File: src/rtl/ay_bus_master.sv
// Host-side initiator for the AY-3-8913 PSG parallel bus (BDIR/BC1/DA).
// Turns valid/ready register requests into latch-address / write / read bus sequences.
module ay_bus_master #(
    parameter int HOLD_CYCLES    = 2,
    parameter int GAP_CYCLES     = 1,
    parameter bit SKIP_SAME_ADDR = 1'b1
) (
    input  logic       clk,
    input  logic       rst,
    input  logic       req_valid,
    output logic       req_ready,
    input  logic       req_write,
    input  logic [3:0] req_addr,
    input  logic [7:0] req_wdata,
    output logic       rsp_valid,
    output logic [7:0] rsp_rdata,
    output logic       busy,
    output logic       bdir,
    output logic       bc1,
    output logic [7:0] bus_out,
    output logic [7:0] bus_oe,
    input  logic [7:0] bus_in
);

    localparam int MAX_CYCLES = (HOLD_CYCLES > GAP_CYCLES) ? HOLD_CYCLES : GAP_CYCLES;
    localparam int CW         = $clog2(MAX_CYCLES + 1);

    localparam logic [CW-1:0] HOLD_LAST = CW'(HOLD_CYCLES - 1);
    localparam logic [CW-1:0] GAP_LAST  = (GAP_CYCLES > 0) ? CW'(GAP_CYCLES - 1) : '0;

    typedef enum logic [2:0] {
        ST_IDLE,
        ST_ADDR,
        ST_AGAP,
        ST_XFER,
        ST_XGAP
    } state_t;

    state_t        state_q, state_d;
    logic [CW-1:0] cnt_q, cnt_d;

    logic          write_q, write_d;
    logic [3:0]    addr_q, addr_d;
    logic [7:0]    wdata_q, wdata_d;
    logic [3:0]    last_addr_q, last_addr_d;
    logic          last_vld_q, last_vld_d;
    logic [7:0]    rdata_q, rdata_d;

    logic          rsp_valid_q, rsp_valid_d;
    logic [7:0]    rsp_rdata_q, rsp_rdata_d;
    logic          bdir_q, bdir_d;
    logic          bc1_q, bc1_d;
    logic [7:0]    bus_out_q, bus_out_d;
    logic          bus_oe_q, bus_oe_d;

    logic          hold_done;
    logic          gap_done;
    logic          same_addr;

    assign hold_done = (cnt_q == HOLD_LAST);
    assign gap_done  = (cnt_q == GAP_LAST);
    assign same_addr = SKIP_SAME_ADDR && last_vld_q && (req_addr == last_addr_q);

    // Next-state, datapath capture and the values the bus pins take next cycle.
    always_comb begin
        // NOTE: every variable gets a default before the case so no latch is inferred.
        state_d     = state_q;
        write_d     = write_q;
        addr_d      = addr_q;
        wdata_d     = wdata_q;
        last_addr_d = last_addr_q;
        last_vld_d  = last_vld_q;
        rdata_d     = rdata_q;
        rsp_valid_d = 1'b0;
        rsp_rdata_d = rsp_rdata_q;

        case (state_q)
            ST_IDLE: begin
                if (req_valid) begin
                    write_d = req_write;
                    addr_d  = req_addr;
                    wdata_d = req_wdata;
                    state_d = same_addr ? ST_XFER : ST_ADDR;
                end
            end
            ST_ADDR: begin
                last_addr_d = addr_q;
                last_vld_d  = 1'b1;
                if (hold_done) begin
                    state_d = (GAP_CYCLES > 0) ? ST_AGAP : ST_XFER;
                end
            end
            ST_AGAP: begin
                if (gap_done) begin
                    state_d = ST_XFER;
                end
            end
            ST_XFER: begin
                if (hold_done) begin
                    if (!write_q) begin
                        rdata_d = bus_in;
                    end
                    if (GAP_CYCLES > 0) begin
                        state_d = ST_XGAP;
                    end else begin
                        state_d = ST_IDLE;
                        if (!write_q) begin
                            rsp_valid_d = 1'b1;
                            rsp_rdata_d = bus_in;
                        end
                    end
                end
            end
            ST_XGAP: begin
                if (gap_done) begin
                    state_d = ST_IDLE;
                    if (!write_q) begin
                        rsp_valid_d = 1'b1;
                        rsp_rdata_d = rdata_q;
                    end
                end
            end
            default: begin
                state_d = ST_IDLE;
            end
        endcase

        // Counter restarts on every state entry and never runs past terminal count.
        if (state_d != state_q || state_q == ST_IDLE) begin
            cnt_d = '0;
        end else begin
            cnt_d = cnt_q + CW'(1);
        end

        // Pin values are derived from the upcoming state so the pins themselves are flops.
        bdir_d    = 1'b0;
        bc1_d     = 1'b0;
        bus_out_d = 8'h00;
        bus_oe_d  = 1'b0;
        case (state_d)
            ST_ADDR: begin
                bdir_d    = 1'b1;
                bc1_d     = 1'b1;
                bus_out_d = {4'h0, addr_d};
                bus_oe_d  = 1'b1;
            end
            ST_AGAP: begin
                bus_out_d = {4'h0, addr_d};
                bus_oe_d  = 1'b1;
            end
            ST_XFER: begin
                if (write_d) begin
                    bdir_d    = 1'b1;
                    bus_out_d = wdata_d;
                    bus_oe_d  = 1'b1;
                end else begin
                    bc1_d     = 1'b1;
                end
            end
            ST_XGAP: begin
                if (write_d) begin
                    bus_out_d = wdata_d;
                    bus_oe_d  = 1'b1;
                end
            end
            default: begin
                bdir_d = 1'b0;
            end
        endcase
    end

    always_ff @(posedge clk) begin
        // NOTE: sequential state uses non-blocking assignments so every flop samples pre-edge values.
        if (rst) begin
            // NOTE: the block holds only a handful of registers, so all of them are reset, not just control.
            state_q     <= ST_IDLE;
            cnt_q       <= '0;
            write_q     <= 1'b0;
            addr_q      <= 4'h0;
            wdata_q     <= 8'h00;
            last_addr_q <= 4'h0;
            last_vld_q  <= 1'b0;
            rdata_q     <= 8'h00;
            rsp_valid_q <= 1'b0;
            rsp_rdata_q <= 8'h00;
            bdir_q      <= 1'b0;
            bc1_q       <= 1'b0;
            bus_out_q   <= 8'h00;
            bus_oe_q    <= 1'b0;
        end else begin
            state_q     <= state_d;
            cnt_q       <= cnt_d;
            write_q     <= write_d;
            addr_q      <= addr_d;
            wdata_q     <= wdata_d;
            last_addr_q <= last_addr_d;
            last_vld_q  <= last_vld_d;
            rdata_q     <= rdata_d;
            rsp_valid_q <= rsp_valid_d;
            rsp_rdata_q <= rsp_rdata_d;
            bdir_q      <= bdir_d;
            bc1_q       <= bc1_d;
            bus_out_q   <= bus_out_d;
            bus_oe_q    <= bus_oe_d;
        end
    end

    assign req_ready = (state_q == ST_IDLE);
    assign busy      = (state_q != ST_IDLE);
    assign rsp_valid = rsp_valid_q;
    assign rsp_rdata = rsp_rdata_q;
    assign bdir      = bdir_q;
    assign bc1       = bc1_q;
    assign bus_out   = bus_out_q;
    assign bus_oe    = {8{bus_oe_q}};

endmodule

File: config.mk
export PLATFORM = sky130hd
export DESIGN_NAME = ay_bus_master
export DESIGN_NICKNAME = d
export VERILOG_FILES = /design/src/rtl/ay_bus_master.sv
export SDC_FILE = /design/constraint.sdc
export NUM_CORES = 1
export LEC_CHECK = 0
export CORE_AREA = 2 2 81 83
export CTS_BUF_LIST = sky130_fd_sc_hd__clkbuf_8 sky130_fd_sc_hd__clkbuf_16
export CTS_CLUSTER_SIZE = 16
export DETAILED_ROUTE_END_ITERATION = 8
export DIE_AREA = 0 0 83 85
export PLACE_DENSITY = 0.59
export SLEW_MARGIN = 20
export SYNTH_ARGS = -nofsm -noshare
export SYNTH_HDL_FRONTEND = slang
export SYNTH_SLANG_ARGS = --single-unit
File: constraint.sdc
create_clock -name clk -period 1.77 [get_ports clk]
set_input_delay 0.177 -clock clk [delete_from_list [all_inputs] [get_ports clk]]
set_output_delay 0.177 -clock clk [all_outputs]
set_load 0.02 [all_outputs]
==> impl_metrics.toml, run 1 <==
[outcome]
status = "completed"

[worst_hold_path]
hold_depth = 1
hold_path.class = "reg2reg"
worstHoldStart = "cnt_q[0]"
worstHoldEndpoint = "cnt_q[0]"

[clock_network]
path_clk_slew_ps = 90
insertion_delay_ps = 300
cts.sinks = 51
h-tree-depth = 2
cts-root-buf = "clkbuf_8"
cts_buffers = 5
cts_max_path_buffers = 2
tritoncts = "yes"

[logic_synthesis]
syn_inst = 221
synthDistinctLibCells = 41
avgSynthCellArea_um2 = 9.545
syn_nets = 247
yosys_warnings = 0
synth-seq-cells = 51
syn_area_um2 = 2110
ys_seq_area_share_pct = 48.40

[sta]
setup_viol = 0
worst_pin_slew_ps = 348.3
worst_slack_ps = 21.73
fmax_mhz = 572.0
period_share_pct = 98.77
hold_viol_final = 0
finalSetupTns_ps = 0
maxSlewViolCount = 0
rsz0062_at_grt = "yes"
finalCriticalPeriod_ps = 1748
slew-limit-headroom_pct = 76.61
skew_ps = 3.978

[global_route]
grt_pass1_wl_um = 7624
grt_max_degree = 45
grtUsageTotal_pct = 13.49
antenna_found_initial = 0
grt_pass1_vias = 1667
grt.overflow.total = 0

[placement]
preCtsSetupSlack_ps = -250.5
place_area_um2 = 2808
dp_hpwl_um = 3397
port_buffers = 52
gp_congestion = 0.7527
dp.cells = 356

[worst_setup_path]
crit_chain = "buf_8, nor4b_4, buf_6, mux2i_4, nor2_1, a31oi_1, nand3_1"
r2r-start = "state_q[0]"
crit_type = "reg2reg"
max_stage_delay_ps = 380
arrival_ps = 1940
critPathRequiredTime_ps = 1960
crit_fanout = 6
reg2reg_depth = 7
end_kind = "flop"
cp_top_family = "simple AND/OR/NAND/NOR gates"
critPathBufInv = 2
ff2ff_setup_slack_ps = 20
reg2reg_to = "bus_out[1]"
startpoint_type = "flop"
crit_slowest_cell = "nor4b_4"

[detailed_routing]
drcViolationCount = 0
highest_layer = "met4"
drt-met1-wl_um = 2222
drt-pass1-iter-count = 4
vias = 1768
wl_met3_um = 218
vias_per_cell = 4.804
route.met2.wl_um = 2175
wl_per_cell_um = 12.81
drt_wl_total_um = 4715
drt-initial-drc-count = 40
ant_nets = 0

[layout]
drive_above_1_share_pct = 21.99
nets = 316
finish.utilization_pct = 49.39
layoutNonFillerInstCount = 368
final_area_um2 = 3064
diodes = 0
area_growth_pct = 45.26

[floorplanning]
fp.dieW_um = 83
die_height_um = 85
start_util_pct = 34.00
io_pins = 53
fp-row-count = 29
core-area_um2 = 6205
dieArea_um2 = 7055

[power_and_ir_drop]
power_density_nw_per_um2 = 824.7
peakVddDrop_v = 0.0004316
leakage_nw = 1.214

[flow_run]
cap_violations = 0
==> cell families after synthesis <==
kind of cell	share of synthesized area, %
mux	11.92
flops	48.40
compound gates	7.474
simple gates	21.95
xor+xnor	1.661
buf+inv	7.414
fa+ha+maj	1.186
==> metrics by stage <==
step	hold WS [ps]	total power, mW
final	439.5	2.527
after global routing	461.0	2.639
after CTS	441.6	2.516
after detailed placement	458.8	1.663
after global placement	454.0	1.660
after floorplan	324.1	1.478
==> flip-flops by register name (all words and copies together) (netlist names), 2 cells and up <==
name	cells
last_addr_q	4
cnt_q	2
rsp_rdata	8
state_q	3
bus_out	8
wdata_q	8
addr_q	4
rdata_q	8
==> layer usage <==
metal | GRT usage (%) | vias up
li1 | - | 882
met1 | 17.51 | 827
met2 | 20.97 | 48
met3 | 3.891 | 11
met4 | 5.961 | 0
met5 | 0 | -
==> repair_timing <==
item	in CTS	in global routing
buffers inserted	0	4
resized for setup	2	22
hold buffers	0	0
endpoints found under the setup margin	2	13
gates cloned	0	0
pin swaps	0	7
==> cells in the final DEF, fill, tap and decap left out, drive strengths merged, types with 2 or more instances in the layout <==
cell           count
dfxtp             51
clkdlybuf4s50     50
nor2              38
buf               31
mux2i             24
nand2             19
a21oi             12
nand3             11
clkbuf             6
inv                5
nor3b              5
nor4               4
xor2               3
a31oi              3
nor4b              3
nand4b             2
nand4              2
ha                 2
dlygate4sd2        2
nor3               2
a211oi             2
o21ai              2
==> area by class of cell <==
type / count / area (um2)
fill: 588 / 3141
multi-input combinational: 145 / 1033
sequential: 51 / 1023
timing repair buffer: 83 / 774.5
tap: 77 / 96.34
clock buffer: 6 / 82.58
clock inverter: 2 / 38.79
inverter: 4 / 15.01
==> where the power goes <==
| part | internal, mW | total (mW) | leakage (nW) | switching, mW |
|---|---|---|---|---|
| Clock | 0.465 | 0.846 | 0.0618 | 0.381 |
| Combinational | 0.241 | 0.464 | 0.736 | 0.223 |
| Sequential | 1.19 | 1.22 | 0.416 | 0.0280 |
==> worst register-to-register path: stages, from the launching register on <==
cell and delay [ps]:
dfxtp_2 340, buf_8 130, nor4b_4 380, buf_6 190, mux2i_4 250, nor2_1 80, a31oi_1 170, nand3_1 90
==> cells in the mapped netlist <==
library cell  instances  area (um2)
dfxtp_1              51        1021
nor2_1               36       135.1
mux2i_1              24       240.2
nand2_1              19       71.32
a21oi_1              12       60.06
nand3_1              11       55.05
buf_4                 8       60.06
clkbuf_1              6       22.52
buf_6                 4       45.04
inv_1                 4       15.01
nor3b_1               4       30.03
nor4_1                4       25.02
a31oi_1               3       18.77
xor2_1                3       26.28
buf_2                 2       10.01
ha_1                  2       25.02
nand4_1               2       12.51
nand4b_1              2       17.52
nor4b_1               2       17.52
a211oi_1              1       7.510
a211oi_2              1       12.51
a21bo_2               1       10.01
a21boi_0              1       7.510
a41o_2                1       11.26
a41oi_1               1       8.760
buf_1                 1       3.750
mux2_2                1       11.26
nand2b_1              1       6.260
nand3b_1              1       7.510
nor2_2                1       6.260
nor2_4                1       11.26
nor2b_1               1       6.260
nor3_1                1       5.000
nor3_2                1       10.01
nor3b_2               1       12.51
nor4b_4               1       23.77
o21a_1                1       7.510
o21ai_1               1       5.000
o21ai_2               1       8.760
or4b_1                1       10.01
xnor2_1               1       8.760
==> worst max path at each step <==
stage	start	to	slack, ps	depth (start not counted)
finish	state_q[0]	bus_out[1]	20	7
global route	state_q[0]	bus_out[0]	-70	7
CTS	state_q[1]	bus_out[1]	2	7
detailed placement	req_valid	bc1	-250	6
global placement	req_valid	bc1	-230	6
floorplan	state_q[2]	bus_oe_q	-50	8
Note: power is estimated with default switching activity, not from simulation.
==> run 2, diff against run 1 <==
- CAP_MARGIN: not set -> 20
==> results of run 2 <==
The final DEF is identical to that of run 1; final timing and power are the same.
